===== src/rtl/mkmif_pkg.sv =====
// Shared definitions for the 23K640 SPI SRAM interface: opcodes, expected
// status register value and frame-size helper.
package mkmif_pkg;

  localparam logic [7:0] SPI_OP_READ  = 8'h03;
  localparam logic [7:0] SPI_OP_WRITE = 8'h02;
  localparam logic [7:0] SPI_OP_RDSR  = 8'h05;
  localparam logic [7:0] SPI_OP_WRSR  = 8'h01;
  localparam logic [7:0] SPI_STATUS   = 8'b01000001;

  // Number of bits in a frame of length+1 bytes (8..64).
  function automatic logic [6:0] xfer_bits(input logic [2:0] length);
    logic [3:0] bytes_s;
    bytes_s = {1'b0, length} + 4'd1;
    return {bytes_s, 3'b000};
  endfunction

endpackage


===== src/rtl/mkmif_spi_engine_if.sv =====
// Host-side control/data bus of the SPI engine.
interface mkmif_spi_engine_if;
  logic        enable;
  logic        set;
  logic        start;
  logic [2:0]  length;
  logic [15:0] divisor;
  logic        ready;
  logic [63:0] wr_data;
  logic [31:0] rd_data;

  modport master (
    output enable, set, start, length, divisor, wr_data,
    input  ready, rd_data
  );

  modport slave (
    input  enable, set, start, length, divisor, wr_data,
    output ready, rd_data
  );
endinterface


===== src/rtl/mkmif_spi_engine.sv =====
// Mode-0 SPI bit engine for the 23K640: shifts out up to 64 bits MSB first
// while sampling SO into a 32-bit receive register.
module mkmif_spi_engine
  import mkmif_pkg::*;
(
  input  logic clk,
  input  logic reset_n,
  output logic spi_sclk,
  output logic spi_cs_n,
  input  logic spi_do,
  output logic spi_di,
  mkmif_spi_engine_if.slave ctrl
);

  typedef enum logic [1:0] {
    IDLE      = 2'd0,
    SCLK_LOW  = 2'd1,
    SCLK_HIGH = 2'd2
  } state_t;

  state_t      state_r, state_nxt;
  logic        sclk_r, sclk_nxt;
  logic        cs_n_r;
  logic        ready_r, ready_nxt;
  logic [63:0] tx_reg_r, tx_nxt;
  logic [31:0] rx_reg_r, rx_nxt;
  logic [15:0] div_cnt_r, div_cnt_nxt;
  logic [15:0] div_max_r, div_max_nxt;
  logic [6:0]  bit_cnt_r, bit_cnt_nxt;
  logic        phase_end_s;

  assign spi_sclk     = sclk_r;
  assign spi_cs_n     = cs_n_r;
  assign spi_di       = tx_reg_r[63];
  assign ctrl.ready   = ready_r;
  assign ctrl.rd_data = rx_reg_r;

  // State and datapath registers; reset acts immediately, even mid-byte.
  always_ff @(posedge clk or negedge reset_n) begin
    if (!reset_n) begin
      state_r   <= IDLE;
      sclk_r    <= 1'b0;
      cs_n_r    <= 1'b1;
      ready_r   <= 1'b1;
      tx_reg_r  <= 64'd0;
      rx_reg_r  <= 32'd0;
      div_cnt_r <= 16'd0;
      div_max_r <= 16'd0;
      bit_cnt_r <= 7'd0;
    end else begin
      state_r   <= state_nxt;
      sclk_r    <= sclk_nxt;
      cs_n_r    <= ~ctrl.enable;
      ready_r   <= ready_nxt;
      tx_reg_r  <= tx_nxt;
      rx_reg_r  <= rx_nxt;
      div_cnt_r <= div_cnt_nxt;
      div_max_r <= div_max_nxt;
      bit_cnt_r <= bit_cnt_nxt;
    end
  end

  // div_max holds D-1, so each phase spans exactly D clocks.
  assign phase_end_s = (div_cnt_r == div_max_r);

  // Next-state logic; dropping enable while busy aborts straight to IDLE.
  always_comb begin
    state_nxt   = state_r;
    sclk_nxt    = sclk_r;
    ready_nxt   = ready_r;
    tx_nxt      = tx_reg_r;
    rx_nxt      = rx_reg_r;
    div_cnt_nxt = div_cnt_r;
    div_max_nxt = div_max_r;
    bit_cnt_nxt = bit_cnt_r;

    case (state_r)
      IDLE: begin
        if (ctrl.set) begin
          tx_nxt = ctrl.wr_data;
        end else begin
          tx_nxt = tx_reg_r;
        end
        if (ctrl.start && ctrl.enable) begin
          state_nxt   = SCLK_LOW;
          ready_nxt   = 1'b0;
          div_cnt_nxt = 16'd0;
          bit_cnt_nxt = xfer_bits(ctrl.length);
          div_max_nxt = (ctrl.divisor == 16'd0) ? 16'd0 : ctrl.divisor - 16'd1;
        end else begin
          state_nxt = IDLE;
        end
      end

      SCLK_LOW: begin
        if (!ctrl.enable) begin
          state_nxt   = IDLE;
          sclk_nxt    = 1'b0;
          ready_nxt   = 1'b1;
          div_cnt_nxt = 16'd0;
          bit_cnt_nxt = 7'd0;
        end else if (phase_end_s) begin
          state_nxt   = SCLK_HIGH;
          sclk_nxt    = 1'b1;
          rx_nxt      = {rx_reg_r[30:0], spi_do};
          div_cnt_nxt = 16'd0;
        end else begin
          div_cnt_nxt = div_cnt_r + 16'd1;
        end
      end

      SCLK_HIGH: begin
        if (!ctrl.enable) begin
          state_nxt   = IDLE;
          sclk_nxt    = 1'b0;
          ready_nxt   = 1'b1;
          div_cnt_nxt = 16'd0;
          bit_cnt_nxt = 7'd0;
        end else if (phase_end_s) begin
          sclk_nxt    = 1'b0;
          tx_nxt      = {tx_reg_r[62:0], 1'b0};
          bit_cnt_nxt = bit_cnt_r - 7'd1;
          div_cnt_nxt = 16'd0;
          if (bit_cnt_r == 7'd1) begin
            state_nxt = IDLE;
            ready_nxt = 1'b1;
          end else begin
            state_nxt = SCLK_LOW;
          end
        end else begin
          div_cnt_nxt = div_cnt_r + 16'd1;
        end
      end

      default: begin
        state_nxt = IDLE;
        sclk_nxt  = 1'b0;
        ready_nxt = 1'b1;
      end
    endcase
  end

endmodule


===== src/flat_wrapper.sv =====
// flat-port wrapper written by rule: the top's interface ports become plain ports
module mkmif_spi_engine_flat import mkmif_pkg::*;
  (clk, reset_n, spi_sclk, spi_cs_n, spi_do, spi_di, ctrl_enable, ctrl_set, ctrl_start, ctrl_length, ctrl_divisor, ctrl_wr_data, ctrl_ready, ctrl_rd_data);
  mkmif_spi_engine_if ctrl_i ();
  input  logic clk;
  input  logic reset_n;
  output logic spi_sclk;
  output logic spi_cs_n;
  input  logic spi_do;
  output logic spi_di;
  input wire logic [$bits(ctrl_i.enable)-1:0] ctrl_enable;
  input wire logic [$bits(ctrl_i.set)-1:0] ctrl_set;
  input wire logic [$bits(ctrl_i.start)-1:0] ctrl_start;
  input wire logic [$bits(ctrl_i.length)-1:0] ctrl_length;
  input wire logic [$bits(ctrl_i.divisor)-1:0] ctrl_divisor;
  input wire logic [$bits(ctrl_i.wr_data)-1:0] ctrl_wr_data;
  output wire logic [$bits(ctrl_i.ready)-1:0] ctrl_ready;
  output wire logic [$bits(ctrl_i.rd_data)-1:0] ctrl_rd_data;
  assign ctrl_i.enable = ctrl_enable;
  assign ctrl_i.set = ctrl_set;
  assign ctrl_i.start = ctrl_start;
  assign ctrl_i.length = ctrl_length;
  assign ctrl_i.divisor = ctrl_divisor;
  assign ctrl_i.wr_data = ctrl_wr_data;
  assign ctrl_ready = ctrl_i.ready;
  assign ctrl_rd_data = ctrl_i.rd_data;
  mkmif_spi_engine u_core (.clk(clk), .reset_n(reset_n), .spi_sclk(spi_sclk), .spi_cs_n(spi_cs_n), .spi_do(spi_do), .spi_di(spi_di), .ctrl(ctrl_i));
endmodule

===== config.mk =====
export PLATFORM = sky130hd
export DESIGN_NAME = mkmif_spi_engine_flat
export DESIGN_NICKNAME = d
export VERILOG_FILES = /design/src/rtl/mkmif_pkg.sv /design/src/rtl/mkmif_spi_engine_if.sv /design/src/rtl/mkmif_spi_engine.sv /design/src/flat_wrapper.sv
export SDC_FILE = /design/constraint.sdc
export NUM_CORES = 1
export LEC_CHECK = 0
export ABC_CLOCK_PERIOD_IN_PS = 2000
export CAP_MARGIN = 5
export CORE_ASPECT_RATIO = 1.2
export CORE_MARGIN = 4
export CORE_UTILIZATION = 48
export DETAILED_ROUTE_END_ITERATION = 7
export PLACE_DENSITY = 0.86
export SYNTH_ARGS = -nofsm -noshare
export SYNTH_HDL_FRONTEND = slang
export SYNTH_SLANG_ARGS = --single-unit

===== constraint.sdc =====
create_clock -name clk -period 2 [get_ports clk]
set_clock_uncertainty 0.05 [all_clocks]
set_input_delay 0.3 -clock clk [delete_from_list [all_inputs] [get_ports clk]]
set_output_delay 0.3 -clock clk [all_outputs]
set_load 0.02 [all_outputs]

; Word-level counts from Yosys, hierarchy flattened
; Index checks and enable logic that the tools add are counted.
; W data, S select, Z words.
[word_totals]
ff_bits = 140
[classes]
addsub = 4
n_eq_ne = 12
muxes = 32
bitwise_logic = 2
n_reduce_logical = 15
[ops]
columns = operator, n
row1 = $mux W64, 3
row2 = $pmux W64 S2, 1
row3 = $mux W16, 4
row4 = $pmux W16 S2, 1
row5 = $mux W7, 4
row6 = $pmux W7 S3, 1
row7 = $add A16 B1 Y16 const B, 1
row8 = $eq A16 B16 Y1, 1
row9 = $logic_not A16 Y1, 1
row10 = $sub A16 B1 Y16 const B, 1
row11 = $reduce_and A4 Y1, 3
row12 = $mux W1, 11
row13 = $ne A3 B2 Y1 const B, 3
row14 = $mux W2, 4
row15 = $eq A7 B1 Y1 const B, 1
row16 = $sub A7 B1 Y7 const B, 1
row17 = $ne A2 B2 Y1 const B, 3
row18 = $pmux W1 S3, 2
row19 = $pmux W2 S3, 1
row20 = $reduce_and A2 Y1, 3
row21 = $reduce_and A3 Y1, 2
row22 = $add A3 B1 Y4 const B, 1
row23 = $ne A2 B1 Y1 const B, 2
row24 = $reduce_bool A2 Y1, 2
row25 = 7 further kinds, 8

; Depth between registers and ports, before layout
; Gate-level depths: netlist of run 1.
[depth]
word_depth = 5
mapped_depth = 9
mapped_depth_nobuf = 7

; Worst setup path after synthesis of run 1
; Ideal clock, no wire load.
[synth_timing]
path_kind = flip-flop to flip-flop
from = register u_core.state_r[0]
to = register u_core.tx_reg_r[1]
arrival_ns = 2.035
slack_ns = -0.210
stages_incl_launch_ff = 8
period_less_slack_ns = 2.210
path_cell_list = dfrtp_1 inv_1 ha_1 clkbuf_1 clkbuf_1 clkbuf_1 mux2_2 mux2_4
[synth_via]
elab_chain_len = 3
[synth_lines]
columns = item, line
row1 = start: declaration, mkmif_spi_engine.sv:21  ; state_t state_r, state_nxt;
row2 = start signal: assignment, mkmif_spi_engine.sv:51  ; state_r <= state_nxt;
row3 = $eq A2 B2 Y1 / $logic_not A2 Y1 (equally long branches), mkmif_spi_engine.sv:77  ; case (state_r)
row4 = $ne A2 B1 Y1 (no line) (tied with other cells), --
row5 = $reduce_and A4 Y1 (no line), --
row6 = end signal: assignment, mkmif_spi_engine.sv:55  ; tx_reg_r <= tx_nxt;
row7 = end: declaration, mkmif_spi_engine.sv:25  ; logic [63:0] tx_reg_r, tx_nxt;
; Several ways; a longest one is shown, not always the timed one.
; A chain may end at the register's enable or synchronous reset.

; Worst setup path in the final report of run 1
[layout_timing]
from = register u_core.div_max_r[10]
to = register u_core.tx_reg_r[48]
[layout_via]
elab_chain_len = 3
[layout_lines]
columns = item, line
row1 = start: declaration, mkmif_spi_engine.sv:28  ; logic [15:0] div_max_r, div_max_nxt;
row2 = start signal: assignment, mkmif_spi_engine.sv:58  ; div_max_r <= div_max_nxt;
row3 = $eq A16 B16 Y1, mkmif_spi_engine.sv:64  ; assign phase_end_s = (div_cnt_r == div_max_r);
row4 = $ne A2 B1 Y1 (no line), --
row5 = $reduce_and A4 Y1 (no line), --
; Every way passes these cells.

==> results.cfg, run 1 <==
[cts]
clkLatencyLatePin_ns = 0.41
cts_sinks = 140
cts_made_buffers = 17
cts-root-buf = clkbuf_16
clockBufferDepth = 2
clk_pin_slew_ns = 0.06
htree_levels = 4
cts_tree = done

[placed_design]
pre_cts_ws_ns = -0.424
dp_hpwl_microns = 11500
placed_area_sq_mm = 0.00925
numPortBuffers = 124
gpl.final_weighted_congestion = 0.834

[synthesis]
mappedNetlistArea_sq_mm = 0.00733
synth-seq-cells = 140
synth_edf_count = 0
netlist.area_leader.share = 0.471
synth_ff_type = dfrtp_1
netlist_instances = 569
seq_area_frac_synth = 0.479
synthArstFlopShare = 1.00
synthesis.nets = 667
synth_area_per_cell_sq_um = 12.9
netlist.top_cell.by_area = dfrtp_1
ys_types = 61
yosys-top-cells-area = dfrtp_1 (47%), mux2_2 (14%), mux2_4 (12%)
ys_warn_count = 0

[critical_path]
cp.required_ns = 2.25
crit_type = reg -> reg
crit_buf_inv = 2
critPathTopFamily = simple AND/OR/NAND/NOR gates
cp.arrival_ns = 2.47
worstPathMaxFanout = 25
cp-end-kind = flip-flop
critPathMaxStageDelay_ns = 0.41
crit_path_top_delay_cell = dfrtp_1
r2r_setup_slack_ns = -0.22
startpoint_type = flip-flop
crit_chain = xor2_2, nor4_2, buf_4, and4_4, a31o_4, buf_12, mux2_4

[final_layout]
layout-drive-gt1-share = 0.373
final_common_cell = dfrtp_1
final_util = 0.667
area_growth_pct = 36.2
final_area_sq_mm = 0.00998
fin_nets = 854
fillCellCount = 1078
layout_common_cells = dfrtp_1 (137), clkdlybuf4s50_1 (121), mux2_2 (93)

[drt]
first_pass_iters = 4
ant_nets = 0
vias_per_cell = 5.28
vias = 5141
wl_per_cell_microns = 16.8
drtIter0Drc = 375
drc_errors = 0
wl_microns = 16300

[power]
ir_drop_v = 0.000605
power.leakage_nw = 4.50
powerDensity_mw_per_mm2 = 766

[timing]
setup_viol = 115
fin_crit_ns = 2.22
hold_viol_final = 0
tightest_slew_ns = 0.481
period_share = 1.11
hold-worst-slack_ns = 0.173
rsz0062_at_grt = yes
setup_tns_ns = -19.40
report.final.slew_viol_count = 0
fmax_mhz = 450
slew-limit-headroom = 0.679
timing.final.ws_setup_ns = -0.223

[outcome]
violations = negative setup slack
status = finished, violations left

[grt]
groute.layer.met3.usage = 0.0346
grt_use_total = 0.191
globalRoute.busiestLayer = met2
grt_start_max_net_pins = 64
grt_pass1_vias = 5506
grt_pass1_wl_microns = 26600
grt_remaining_overflow = 0
met1_usage = 0.228
gr-usage-met2 = 0.347
antenna_found_initial = 0

[flow_run]
drv_cap = 0

[floorplanning]
die_width_microns = 121
die_height_microns = 143
dieArea_sq_mm = 0.0173
std_cell_rows = 49
ios = 125
coreArea_sq_mm = 0.0150
start_util = 0.490

[min_path]
min_path_type = in -> reg
state kept, by name, summed over array words and instances (netlist names):
register and count:
u_core.spi_sclk 1, u_core.tx_reg_r 64, u_core.div_cnt_r 16, u_core.div_max_r 16
u_core.spi_cs_n 1, u_core.bit_cnt_r 7, u_core.state_r 2, u_core.ctrl.ready 1
u_core.ctrl.rd_data 32
worst min-delay path: stages:
cell            delay [ns]
dlymetal6s2s_1        0.11
buf_4                 0.12
o31ai_1               0.06
power breakdown:
group | switching (mW) | leakage, nW | internal [mW]
sequential | 0.193 | 1.77 | 3.12
combinational | 0.472 | 2.44 | 0.753
clock | 1.17 | 0.282 | 1.93
per-layer routing:
layer,vias to the layer above,share of wire
met5,-,0
met4,0,0.022
met3,26,0.031
met2,128,0.53
met1,2582,0.42
li1,2405,-
through the flow:
stage / power (mW) / instances
finish: 7.64 / 974
global route: 7.94 / 973
floorplan: 4.03 / 569
CTS: 7.68 / 969
detailed placement: 4.53 / 935
global placement: 4.46 / 935
final timing paths:
path                                      start                  end  depth (start not counted)
max reg2reg                u_core.div_max_r[10]  u_core.tx_reg_r[48]                          7
min                             ctrl_divisor[0]  u_core.div_max_r[0]                          3
min in group asynchronous               reset_n   u_core.tx_reg_r[4]                          2
min reg2reg                 u_core.tx_reg_r[20]  u_core.tx_reg_r[20]                          1
max                        u_core.div_max_r[10]  u_core.tx_reg_r[48]                          7
max in group asynchronous               reset_n  u_core.div_max_r[5]                          3
cell usage after synthesis, types with 5 or more instances:
library cell / instances
or4_1: 5
nor3_1: 6
inv_1: 11
nor4_2: 5
a21oi_1: 5
mux2i_1: 5
buf_8: 6
mux2_1: 6
mux2_4: 59
nor2_1: 28
xor2_1: 33
ha_1: 9
nand3_1: 12
clkbuf_1: 11
o21ai_0: 8
o31ai_1: 13
nand2_1: 39
xnor2_1: 9
dfrtp_1: 138
and3_1: 5
mux2_2: 94
kinds of logic after synthesis:
group | count (synthesis) | synth area share
xor+xnor | 42 | 0.0502
buf+inv | 38 | 0.0321
compound gates | 49 | 0.0482
fa+ha+maj | 9 | 0.0154
mux | 164 | 0.281
flops | 140 | 0.479
simple gates | 127 | 0.0941
area by class of cell:
class,count,area [sq um],area share
inverters,11,41.3,0.00414
flip-flops and latches,140,3510,0.351
well taps,204,255,0.0256
multi-input cells,391,3690,0.370
clock inverters,10,115,0.0115
repair buffers,195,1890,0.189
diodes,1,2.50,0.000251
clock buffers,22,474,0.0475
what timing repair did:
item / CTS / global route
setup endpoints to repair: 116 / 137
hold buffers: 1 / 0
resized for setup: 9 / 14
pin swaps: 7 / 7
endpoints found under the hold margin: 45 / 0
buffers inserted: 1 / 4
No activity file was read; power rests on OpenSTA's default activity.
==> inputs of run 2 (changes only) <==
--- a/config.mk
+++ b/config.mk
@@ -10,7 +10,7 @@
 export CORE_ASPECT_RATIO = 1.2
 export CORE_MARGIN = 4
-export CORE_UTILIZATION = 48
+export CORE_UTILIZATION = 30
 export DETAILED_ROUTE_END_ITERATION = 7
-export PLACE_DENSITY = 0.86
+export PLACE_DENSITY = 0.62
 export SYNTH_ARGS = -nofsm -noshare
 export SYNTH_HDL_FRONTEND = slang
==> constraint.sdc (replaced) <==
create_clock -name clk -period 2 [get_ports clk]
set_clock_uncertainty 0.05 [all_clocks]
set_input_delay 0.4 -clock clk [delete_from_list [all_inputs] [get_ports clk]]
set_output_delay 0.4 -clock clk [all_outputs]
set_load 0.02 [all_outputs]
==> results.cfg, run 2 (synthesized netlist as in run 1, its figures left out) <==
[floorplanning]
dieArea_sq_mm = 0.0270
die_height_microns = 179
std_cell_rows = 62
coreArea_sq_mm = 0.0240
start_util = 0.306
ios = 125
die_width_microns = 151

[grt]
antenna_found_initial = 0
grt_pass1_wl_microns = 28000
grt_pass1_vias = 5338
grt_start_max_net_pins = 52
grt_use_total = 0.130
grt_remaining_overflow = 0

[cts]
htree_levels = 4
clk_pin_slew_ns = 0.06
cts_made_buffers = 17
cts-root-buf = clkbuf_16
cts_sinks = 140
clockBufferDepth = 2
cts_tree = done
clkLatencyLatePin_ns = 0.42

[placed_design]
placed_area_sq_mm = 0.00954
numPortBuffers = 124
dp_hpwl_microns = 11500
gpl.final_weighted_congestion = 0.789

[critical_path]
critPathMaxStageDelay_ns = 0.40
crit_path_top_delay_cell = dfrtp_1
cp.required_ns = 2.25
cp-end-kind = flip-flop
cp.arrival_ns = 2.47
crit_chain = xor2_1, nor4_2, buf_4, nand4_1, buf_4, nor2_4, buf_6, clkbuf_16, mux2_4
critPathTopFamily = buffers and inverters
startpoint_type = flip-flop
cp_common_cell = buf_4
crit_type = reg -> reg
worstPathMaxFanout = 6
crit_buf_inv = 4

[final_layout]
layout_common_cells = dfrtp_1 (138), clkdlybuf4s50_1 (118), mux2_4 (93)
insertedDiodeCount = 0
layout-drive-gt1-share = 0.414
fin_nets = 878
largest_reg_flops = 64
area_growth_pct = 47.0
largest-register = u_core.tx_reg_r
final_util = 0.449
final_area_sq_mm = 0.0108
final_common_cell = dfrtp_1
fillCellCount = 2164

[timing]
fmax_mhz = 450
tightest_slew_ns = 0.436
setup_viol = 112
fin_crit_ns = 2.22
report.final.slew_viol_count = 0
rsz0062_at_grt = yes
timing.final.ws_setup_ns = -0.223
hold_viol_final = 0
slew-limit-headroom = 0.707
period_share = 1.11

[power]
power.leakage_nw = 4.71
internal_power_mw = 5.96
p_seq_frac = 0.417
ir_drop_v = 0.000438
pwr-share-clk = 0.419
p_sw_mw = 1.95
powerDensity_mw_per_mm2 = 734
finalPower_mw = 7.90
comb_power_share = 0.163
switching_share = 0.247

[outcome]
status = finished, violations left
violations = negative setup slack

[drt]
drc_errors = 0
vias_per_cell = 4.60
ant_nets = 0
drtIter0Drc = 191
wl_per_cell_microns = 15.8
first_pass_iters = 4
wl_microns = 17600
vias = 5118

[min_path]
min_path_type = in -> async

[flow_run]
drv_cap = 0
-- run 2: changes by cell type in the layout (fill, tap and decap cells not counted), sizes merged, moves of 2 or more --
| cell | change |
|---|---|
| buf | +20 |
| dlygate4sd2 | +5 |
| inv | +4 |
| clkdlybuf4s50 | -3 |
| clkinv | -3 |
| dlymetal6s2s | -2 |
-- run 2: metrics by stage --
step                hold WS (ns)  setup TNS (ns)  cells  worst slack [ns]
detailed placement         0.264          -36.03   1066            -0.485
CTS                        0.358          -23.55   1115            -0.273
global placement           0.266          -33.88   1066            -0.434
floorplan                 0.0544           -3.78    569           -0.0647
global route               0.374          -30.56   1113            -0.327
finish                     0.376          -18.43   1113            -0.223
-- run 2: area by class of cell --
| cell class | instances | area, sq um | share of cell area |
|---|---|---|---|
| tap | 320 | 400 | 0.0372 |
| multi-input combinational | 392 | 3960 | 0.368 |
| clock buffer | 20 | 457 | 0.0424 |
| clock inverter | 12 | 158 | 0.0146 |
| inverter | 11 | 41.3 | 0.00384 |
| sequential | 140 | 3510 | 0.326 |
| timing repair buffer | 218 | 2240 | 0.208 |
-- run 2: timing repair --
action                                  in CTS  in global routing
hold buffers                                 1                  0
pin swaps                                   30                 11
gates resized for setup                     72                 35
setup buffers                               12                  0
endpoints found under the hold margin       29                  0
endpoints found under the setup margin     129                136
cloned                                       6                  2
-- run 2: path summary, 6_finish.rpt --
check / end / cells after the start / slack [ns] / start
max: u_core.ctrl.rd_data[27] / 9 / -0.22 / u_core.div_cnt_r[11]
min: u_core.tx_reg_r[3] / 2 / 0.38 / reset_n
max in group asynchronous: u_core.spi_cs_n / 3 / 0.93 / reset_n
min reg2reg: u_core.div_max_r[4] / 2 / 0.45 / u_core.div_max_r[4]
min in group clk: u_core.div_max_r[0] / 3 / 0.38 / ctrl_divisor[0]
max reg2reg: u_core.ctrl.rd_data[27] / 9 / -0.22 / u_core.div_cnt_r[11]
-- run 2: power by group through the flow --
stage	clock [mW]	sequential [mW]	combinational, mW
after floorplan	0	3.30	0.728
after global placement	0	3.34	1.19
after detailed placement	0	3.34	1.20
after CTS	3.42	3.30	1.32
after global routing	3.55	3.34	1.41
final	3.32	3.30	1.29
-- run 2: metal layers --
layer,GRT usage,wire length [microns],share of wire,vias to the layer above
met1,0.175,8300,0.47,2533
met5,0,0,0,-
met3,0.0255,616,0.035,19
met2,0.209,8350,0.47,100
li1,-,-,-,2466
met4,0.0442,313,0.018,0
